## src/rtl/pcm_mem_pkg.sv

```systemverilog
// Shared types and constants for the SLC-3 CPU to PCM memory arbiter.
// The state enum, default geometry and address-range helper live here.
package pcm_mem_pkg;

  localparam int PCM_NPORTS     = 4;
  localparam int PCM_ADDR_W     = 11;
  localparam int PCM_DATA_W     = 16;
  localparam int PCM_CPU_ADDR_W = 16;

  typedef enum logic [1:0] {
    IDLE  = 2'd0,
    ISSUE = 2'd1,
    RESP  = 2'd2
  } pcm_arb_state_t;

  // Flags captured with a grant and carried through ISSUE/RESP
  typedef struct packed {
    logic wr;
    logic oob;
  } pcm_req_flags_t;

  // CPU addresses above the PCM window must never reach the memory
  function automatic logic addr_out_of_range(
    input logic [PCM_CPU_ADDR_W-1:0] addr,
    input int unsigned               addr_w
  );
    return (addr >> addr_w) != '0;
  endfunction

endpackage

```

## src/rtl/pcm_mem_arbiter_if.sv

```systemverilog
// Bundle of the four CPU SRAM-style ports plus the shared Avalon-MM PCM port.
// slave is the arbiter's view; master is the CPU/memory environment's view.
interface pcm_mem_arbiter_if
  import pcm_mem_pkg::*;
#(
  parameter int NPORTS = PCM_NPORTS,
  parameter int ADDR_W = PCM_ADDR_W,
  parameter int DATA_W = PCM_DATA_W
) ();

  logic [NPORTS-1:0]                      cpu_ce_n;
  logic [NPORTS-1:0]                      cpu_oe_n;
  logic [NPORTS-1:0]                      cpu_we_n;
  logic [NPORTS-1:0]                      cpu_ub_n;
  logic [NPORTS-1:0]                      cpu_lb_n;
  logic [NPORTS-1:0][PCM_CPU_ADDR_W-1:0]  cpu_addr;
  logic [NPORTS-1:0][DATA_W-1:0]          cpu_wdata;
  logic [NPORTS-1:0][DATA_W-1:0]          cpu_rdata;
  logic [NPORTS-1:0]                      cpu_ready;
  logic                                   oob_err;

  logic [ADDR_W-1:0]                      mem_address;
  logic                                   mem_chipselect;
  logic                                   mem_clken;
  logic                                   mem_write;
  logic [DATA_W-1:0]                      mem_writedata;
  logic [1:0]                             mem_byteenable;
  logic [DATA_W-1:0]                      mem_readdata;

  modport slave (
    input  cpu_ce_n, cpu_oe_n, cpu_we_n, cpu_ub_n, cpu_lb_n,
    input  cpu_addr, cpu_wdata,
    output cpu_rdata, cpu_ready, oob_err,
    output mem_address, mem_chipselect, mem_clken, mem_write,
    output mem_writedata, mem_byteenable,
    input  mem_readdata
  );

  modport master (
    output cpu_ce_n, cpu_oe_n, cpu_we_n, cpu_ub_n, cpu_lb_n,
    output cpu_addr, cpu_wdata,
    input  cpu_rdata, cpu_ready, oob_err,
    input  mem_address, mem_chipselect, mem_clken, mem_write,
    input  mem_writedata, mem_byteenable,
    output mem_readdata
  );

endinterface

```

## src/rtl/pcm_rr_arbiter.sv

```systemverilog
// Round-robin grant selection: rr_ptr names the highest-priority port and
// advances to the port after the winner whenever a grant is taken.
module pcm_rr_arbiter
  import pcm_mem_pkg::*;
#(
  parameter int NPORTS = PCM_NPORTS
) (
  input  logic                      clk,
  input  logic                      reset_n,
  input  logic [NPORTS-1:0]         eligible,
  input  logic                      take,
  output logic                      gnt_vld,
  output logic [$clog2(NPORTS)-1:0] gnt_idx
);

  localparam int IDX_W = $clog2(NPORTS);

  logic [IDX_W-1:0] rr_ptr;
  logic [IDX_W-1:0] pos;

  // Scan from the farthest position down so the closest eligible port wins
  always_comb begin
    gnt_vld = 1'b0;
    gnt_idx = '0;
    pos     = '0;
    for (int k = NPORTS - 1; k >= 0; k--) begin
      pos = IDX_W'((int'(rr_ptr) + k) % NPORTS);
      if (eligible[pos]) begin
        gnt_vld = 1'b1;
        gnt_idx = pos;
      end
    end
  end

  always_ff @(posedge clk or negedge reset_n) begin
    if (!reset_n) begin
      rr_ptr <= '0;
    end else if (take) begin
      rr_ptr <= IDX_W'((int'(gnt_idx) + 1) % NPORTS);
    end
  end

endmodule

```

## src/rtl/pcm_mem_arbiter.sv

```systemverilog
// Memory-side responder for four SLC-3 CPU ports sharing one 2Kx16 PCM
// Avalon-MM port (read latency 1): grant in IDLE, drive in ISSUE, answer after RESP.
module pcm_mem_arbiter
  import pcm_mem_pkg::*;
#(
  parameter int NPORTS = PCM_NPORTS,
  parameter int ADDR_W = PCM_ADDR_W,
  parameter int DATA_W = PCM_DATA_W
) (
  input  logic              clk,
  input  logic              reset_n,
  pcm_mem_arbiter_if.slave  bus
);

  localparam int IDX_W = $clog2(NPORTS);

  pcm_arb_state_t   state;
  pcm_arb_state_t   state_nxt;

  logic [NPORTS-1:0] req;
  logic [NPORTS-1:0] served;
  logic [NPORTS-1:0] eligible;
  logic [NPORTS-1:0] gnt_oh;
  logic              gnt_vld;
  logic [IDX_W-1:0]  gnt_idx;
  logic              take;
  pcm_req_flags_t    gnt_flags;

  logic [IDX_W-1:0]  cur_idx;
  pcm_req_flags_t    cur_flags;

  // A port requests with CE low and either strobe low; WE low wins over OE
  assign req      = ~bus.cpu_ce_n & (~bus.cpu_we_n | ~bus.cpu_oe_n);
  assign eligible = req & ~served;
  assign take     = (state == IDLE) && gnt_vld;
  assign gnt_oh   = take ? (NPORTS'(1) << gnt_idx) : '0;

  assign gnt_flags.wr  = ~bus.cpu_we_n[gnt_idx];
  assign gnt_flags.oob = addr_out_of_range(bus.cpu_addr[gnt_idx], ADDR_W);

  assign bus.mem_clken = reset_n;

  pcm_rr_arbiter #(
    .NPORTS (NPORTS)
  ) u_rr (
    .clk      (clk),
    .reset_n  (reset_n),
    .eligible (eligible),
    .take     (take),
    .gnt_vld  (gnt_vld),
    .gnt_idx  (gnt_idx)
  );

  // served keeps a CPU that holds CE low after ready from a second service
  always_ff @(posedge clk or negedge reset_n) begin
    if (!reset_n) begin
      served <= '0;
    end else begin
      served <= gnt_oh | (served & ~bus.cpu_ce_n);
    end
  end

  always_ff @(posedge clk or negedge reset_n) begin
    if (!reset_n) begin
      state <= IDLE;
    end else begin
      state <= state_nxt;
    end
  end

  always_comb begin
    state_nxt = state;
    unique case (state)
      IDLE:    if (gnt_vld) state_nxt = ISSUE;
      ISSUE:   state_nxt = RESP;
      RESP:    state_nxt = IDLE;
      default: state_nxt = IDLE;
    endcase
  end

  // Grant edge: latch the request straight into the memory-side registers
  always_ff @(posedge clk or negedge reset_n) begin
    if (!reset_n) begin
      cur_idx            <= '0;
      cur_flags          <= '0;
      bus.mem_address    <= '0;
      bus.mem_writedata  <= '0;
      bus.mem_byteenable <= '0;
      bus.mem_chipselect <= 1'b0;
      bus.mem_write      <= 1'b0;
    end else if (take) begin
      cur_idx            <= gnt_idx;
      cur_flags          <= gnt_flags;
      bus.mem_address    <= bus.cpu_addr[gnt_idx][ADDR_W-1:0];
      bus.mem_writedata  <= bus.cpu_wdata[gnt_idx];
      bus.mem_byteenable <= ~{bus.cpu_ub_n[gnt_idx], bus.cpu_lb_n[gnt_idx]};
      bus.mem_chipselect <= ~gnt_flags.oob;
      bus.mem_write      <= gnt_flags.wr & ~gnt_flags.oob;
    end else begin
      bus.mem_chipselect <= 1'b0;
      bus.mem_write      <= 1'b0;
    end
  end

  // RESP exit: readdata is valid now; out-of-range reads return zero
  always_ff @(posedge clk or negedge reset_n) begin
    if (!reset_n) begin
      bus.cpu_rdata <= '0;
      bus.cpu_ready <= '0;
      bus.oob_err   <= 1'b0;
    end else begin
      bus.cpu_ready <= '0;
      bus.oob_err   <= 1'b0;
      if (state == RESP) begin
        bus.cpu_ready[cur_idx] <= 1'b1;
        bus.oob_err            <= cur_flags.oob;
        if (!cur_flags.wr) begin
          bus.cpu_rdata[cur_idx] <= cur_flags.oob ? '0 : bus.mem_readdata;
        end
      end
    end
  end

endmodule

```

## src/flat_wrapper.sv

```systemverilog
// flat-port wrapper written by rule: the top's interface ports become plain ports
module pcm_mem_arbiter_flat import pcm_mem_pkg::*;
#(
  parameter int NPORTS = PCM_NPORTS,
  parameter int ADDR_W = PCM_ADDR_W,
  parameter int DATA_W = PCM_DATA_W
)
  (clk, reset_n, bus_cpu_ce_n, bus_cpu_oe_n, bus_cpu_we_n, bus_cpu_ub_n, bus_cpu_lb_n, bus_cpu_addr, bus_cpu_wdata, bus_cpu_rdata, bus_cpu_ready, bus_oob_err, bus_mem_address, bus_mem_chipselect, bus_mem_clken, bus_mem_write, bus_mem_writedata, bus_mem_byteenable, bus_mem_readdata);
  pcm_mem_arbiter_if #(.NPORTS(NPORTS), .ADDR_W(ADDR_W), .DATA_W(DATA_W)) bus_i ();
  input  logic clk;
  input  logic reset_n;
  input wire logic [$bits(bus_i.cpu_ce_n)-1:0] bus_cpu_ce_n;
  input wire logic [$bits(bus_i.cpu_oe_n)-1:0] bus_cpu_oe_n;
  input wire logic [$bits(bus_i.cpu_we_n)-1:0] bus_cpu_we_n;
  input wire logic [$bits(bus_i.cpu_ub_n)-1:0] bus_cpu_ub_n;
  input wire logic [$bits(bus_i.cpu_lb_n)-1:0] bus_cpu_lb_n;
  input wire logic [$bits(bus_i.cpu_addr)-1:0] bus_cpu_addr;
  input wire logic [$bits(bus_i.cpu_wdata)-1:0] bus_cpu_wdata;
  output wire logic [$bits(bus_i.cpu_rdata)-1:0] bus_cpu_rdata;
  output wire logic [$bits(bus_i.cpu_ready)-1:0] bus_cpu_ready;
  output wire logic [$bits(bus_i.oob_err)-1:0] bus_oob_err;
  output wire logic [$bits(bus_i.mem_address)-1:0] bus_mem_address;
  output wire logic [$bits(bus_i.mem_chipselect)-1:0] bus_mem_chipselect;
  output wire logic [$bits(bus_i.mem_clken)-1:0] bus_mem_clken;
  output wire logic [$bits(bus_i.mem_write)-1:0] bus_mem_write;
  output wire logic [$bits(bus_i.mem_writedata)-1:0] bus_mem_writedata;
  output wire logic [$bits(bus_i.mem_byteenable)-1:0] bus_mem_byteenable;
  input wire logic [$bits(bus_i.mem_readdata)-1:0] bus_mem_readdata;
  assign bus_i.cpu_ce_n = bus_cpu_ce_n;
  assign bus_i.cpu_oe_n = bus_cpu_oe_n;
  assign bus_i.cpu_we_n = bus_cpu_we_n;
  assign bus_i.cpu_ub_n = bus_cpu_ub_n;
  assign bus_i.cpu_lb_n = bus_cpu_lb_n;
  assign bus_i.cpu_addr = bus_cpu_addr;
  assign bus_i.cpu_wdata = bus_cpu_wdata;
  assign bus_cpu_rdata = bus_i.cpu_rdata;
  assign bus_cpu_ready = bus_i.cpu_ready;
  assign bus_oob_err = bus_i.oob_err;
  assign bus_mem_address = bus_i.mem_address;
  assign bus_mem_chipselect = bus_i.mem_chipselect;
  assign bus_mem_clken = bus_i.mem_clken;
  assign bus_mem_write = bus_i.mem_write;
  assign bus_mem_writedata = bus_i.mem_writedata;
  assign bus_mem_byteenable = bus_i.mem_byteenable;
  assign bus_i.mem_readdata = bus_mem_readdata;
  pcm_mem_arbiter #(.NPORTS(NPORTS), .ADDR_W(ADDR_W), .DATA_W(DATA_W)) u_core (.clk(clk), .reset_n(reset_n), .bus(bus_i));
endmodule
```

## config.mk

```make
export PLATFORM = sky130hd
export DESIGN_NAME = pcm_mem_arbiter_flat
export DESIGN_NICKNAME = d
export VERILOG_FILES = /design/src/rtl/pcm_mem_pkg.sv /design/src/rtl/pcm_mem_arbiter_if.sv /design/src/rtl/pcm_rr_arbiter.sv /design/src/rtl/pcm_mem_arbiter.sv /design/src/flat_wrapper.sv
export SDC_FILE = /design/constraint.sdc
export NUM_CORES = 1
export LEC_CHECK = 0
export ABC_AREA = 1
export CORE_MARGIN = 5
export CORE_UTILIZATION = 28
export DETAILED_ROUTE_END_ITERATION = 10
export SLEW_MARGIN = 20
export SYNTH_ARGS = -nofsm -noshare
export SYNTH_HDL_FRONTEND = slang
export SYNTH_HIERARCHICAL = 1
export SYNTH_SLANG_ARGS = --single-unit
```

## constraint.sdc

```tcl
create_clock -name clk -period 1.9 [get_ports clk]
set_input_delay 0.475 -clock clk [delete_from_list [all_inputs] [get_ports clk]]
set_output_delay 0.475 -clock clk [all_outputs]
set_load 0.005 [all_outputs]
```

==> flow_summary.json <==
{
  "nets": 1168,
  "drtIter0Drc": 310,
  "num_vias": 5757,
  "grt_pass1_vias": 5760,
  "final_hold_viol_count": 0,
  "dr.pass1.iters": 4,
  "synthDistinctLibCells": 24,
  "ys_top_cells_by_count": "nand2_1 (186), nor2_1 (149), dfrtp_1 (112)",
  "io_buffers": 266,
  "max-cap-violations": 0,
  "yosysMostFrequentCell": "nand2_1",
  "cp.required_ns": 2.14,
  "die_w_um": 149,
  "combPwrFrac_pct": 70.6,
  "min-delay-path-class": "input port to async pin",
  "synth_edf_count": 0,
  "syn_avg_cell_area_um2": 7.66,
  "setup_ws_ns": -0.230,
  "yosys.area.top_type": "dfrtp_1",
  "drive_above_1_share_pct": 17.8,
  "pwr-share-seq_pct": 20.3,
  "viasPerCell": 4.54,
  "synthTopCellsByArea": "dfrtp_1 (52%), nand2_1 (13%), nor2_1 (10%)",
  "clk_path_buf_depth": 2,
  "synth-async-reset-ratio_pct": 100,
  "wirelength_mm": 20.7,
  "dp_hpwl_mm": 14.8,
  "r2r_slack_ns": -0.23,
  "dpl_worst_slack_ns": -0.819,
  "slew_headroom_pct": 57.7,
  "violations": "negative setup slack",
  "post_dp_cell_area_mm2": 0.00864,
  "synth_top_area_share_pct": 52.2,
  "crit_chain": "clkinv_4, nand2_2, nand2_2, nand2_4, buf_4, nand3_2, nand2_2, nand2_2, nand2_4, clkinv_8, buf_8, clkbuf_16, o21ai_1, nor2_1, nor2_1, a21oi_1",
  "crit_fanout": 8,
  "cts.sinks": 112,
  "root_buffer": "clkbuf_16",
  "fmax_mhz": 470,
  "grt_pass1_wl_mm": 31.6,
  "synth_cells": 701,
  "syn_nets": 867,
  "crit_top_cell": "nand2_2",
  "yosysWarnings": 6,
  "cts_tree": "yes",
  "synth-main-ff-cell": "dfrtp_1",
  "criticalPathCategory": "register to register",
  "final_cell_area_mm2": 0.00960,
  "cp.buffers_inverters": 5,
  "final.setup.tns_ns": -6.15,
  "antenna_found_initial": 0,
  "setup_viol": 37,
  "ir_drop_uv": 1310,
  "gr-total-overflow": 0,
  "leakage_nw": 4.18,
  "slowest_delay_ns": 0.47,
  "row_count": 50,
  "switching_share_pct": 42.5,
  "drv_slew": 0,
  "insertion_delay_ns": 0.35,
  "finalClockSkew_ns": 0.00777,
  "cts_max_level": 3,
  "p_int_w": 0.0117,
  "slowest_stage": "dfrtp_2",
  "design.core.area_mm2": 0.0188,
  "grtUsageTotal_pct": 18.1,
  "dieArea_mm2": 0.0221,
  "post-route-period-util_pct": 112,
  "powerDensity_mw_per_mm2": 2120,
  "clkPwrFrac_pct": 9.1,
  "antenna_cells": 0,
  "syn-cell-area_mm2": 0.00537,
  "synth.ff_latch_count": 112,
  "ctsHoldBuffers": 0,
  "drc": 0,
  "wl_per_cell_um": 16.3,
  "clkTransAtPathRegs_ns": 0.08,
  "grt_setup_unrepaired": "yes",
  "routabilityCongestion": 0.817,
  "period_needed_ns": 2.13,
  "grt_max_degree": 113,
  "initial_utilization_pct": 28.5,
  "postRouteAntennaNets": 0,
  "cp_top_family": "simple AND/OR/NAND/NOR gates",
  "critPathCaptureType": "register",
  "areaGrowthSynthToFinish_pct": 78.8,
  "worst_slew_pin_slew_ns": 0.634,
  "cp-start-kind": "register",
  "status": "complete, but fails checks",
  "ys_seq_area_share_pct": 52.2,
  "p_switching_w": 0.00864,
  "fp.dieH_um": 149,
  "arrival_ns": 2.37,
  "floorplan.io_pins": 267,
  "cts_inserted_buffers": 9
}
==> path summary, 6_finish.rpt <==
check / from / depth (start not counted) / endpoint
min reg2reg: u_core/state[1] / 1 / u_core/state[1]
max: u_core/u_rr/rr_ptr[0] / 16 / u_core/bus.mem_writedata[1]
min in group clk: bus_cpu_ce_n[0] / 2 / u_core/served[0]
min: reset_n / 2 / u_core/bus.cpu_rdata[50]
max reg2reg: u_core/u_rr/rr_ptr[0] / 16 / u_core/bus.mem_writedata[1]
max in group asynchronous: reset_n / 2 / u_core/bus.mem_address[3]
==> cells in the final DEF, fill, tap and decap left out, types with 11 or more instances in the layout <==
master / count
clkdlybuf4s50_1: 253
nand2_1: 168
nor2_1: 128
dfrtp_1: 111
o21ai_1: 65
buf_4: 38
a21oi_1: 31
nand3_1: 22
nand2_2: 16
buf_12: 15
o211ai_1: 14
inv_1: 13
nor2_4: 12
o21ai_2: 12
clkbuf_16: 11
inv_2: 11
nand2_4: 11
==> layer usage <==
metal | share of wire [%] | track usage (%)
met2 | 47 | 30.1
met1 | 42 | 22.9
met3 | 9.2 | 5.21
met4 | 1.8 | 5.22
met5 | 0 | 0
==> sequential cells by signal, summed over array words and instances (netlist names) <==
signal	cells
u_core/bus.cpu_rdata	64
u_core/bus.mem_writedata	16
u_core/bus.mem_address	11
u_core/bus.cpu_ready	4
u_core/served	4
u_core/bus.mem_byteenable	2
u_core/cur_flags	2
u_core/cur_idx	2
u_core/state	2
u_core/u_rr/rr_ptr	2
u_core/bus.mem_chipselect	1
u_core/bus.mem_write	1
u_core/bus.oob_err	1
==> stage by stage <==
stage,instances,total power [W],hold slack (ns),utilization [%]
detailed placement,1232,0.0153,0.458,45.9
floorplan,701,0.0102,0.179,-
finish,1267,0.0204,0.210,51.0
global placement,1232,0.0152,0.456,45.9
global route,1267,0.0220,0.240,51.0
CTS,1262,0.0196,0.257,49.8
==> area by class of cell <==
class	instances	area [um^2]
inverter	28	135
fill	1792	9230
tap	260	325
clock inverter	6	42.5
multi-input combinational	522	2620
clock buffer	10	239
timing repair buffer	329	3440
sequential	112	2800
==> logic make-up (layout without fill, tap and decap cells) <==
| group | after synthesis | after routing | share of synthesized area [%] |
|---|---|---|---|
| compound gates | 136 | 136 | 13.4 |
| buf+inv | 67 | 373 | 5.15 |
| flops | 112 | 112 | 52.2 |
| simple gates | 386 | 386 | 29.3 |
==> repair_timing <==
item                                    in CTS  in global routing
setup buffers                                9                  5
endpoints found under the setup margin      41                 40
pin swaps                                   82                 46
cloned                                       5                  2
gates resized for setup                    100                 55
==> power groups by stage <==
| stage | logic [W] | clock network, W | registers [W] |
|---|---|---|---|
| 2_1_floorplan | 0.00604 | 0 | 0.00418 |
| 3_3_place_gp | 0.0111 | 0 | 0.00415 |
| 3_5_place_dp | 0.0111 | 0 | 0.00417 |
| 4_1_cts | 0.0136 | 0.00192 | 0.00414 |
| 5_1_grt | 0.0157 | 0.00202 | 0.00428 |
| 6_report | 0.0144 | 0.00185 | 0.00413 |
==> worst register-to-register path, delay by kind of cell, from the launching register on <==
family,cells,cell delay (ns)
AOI/OAI and AO/OA,2,0.20
and+or+nand+nor,9,0.71
buffers and inverters,5,0.63
DFF,1,0.47
No activity file was read; power rests on OpenSTA's default activity.
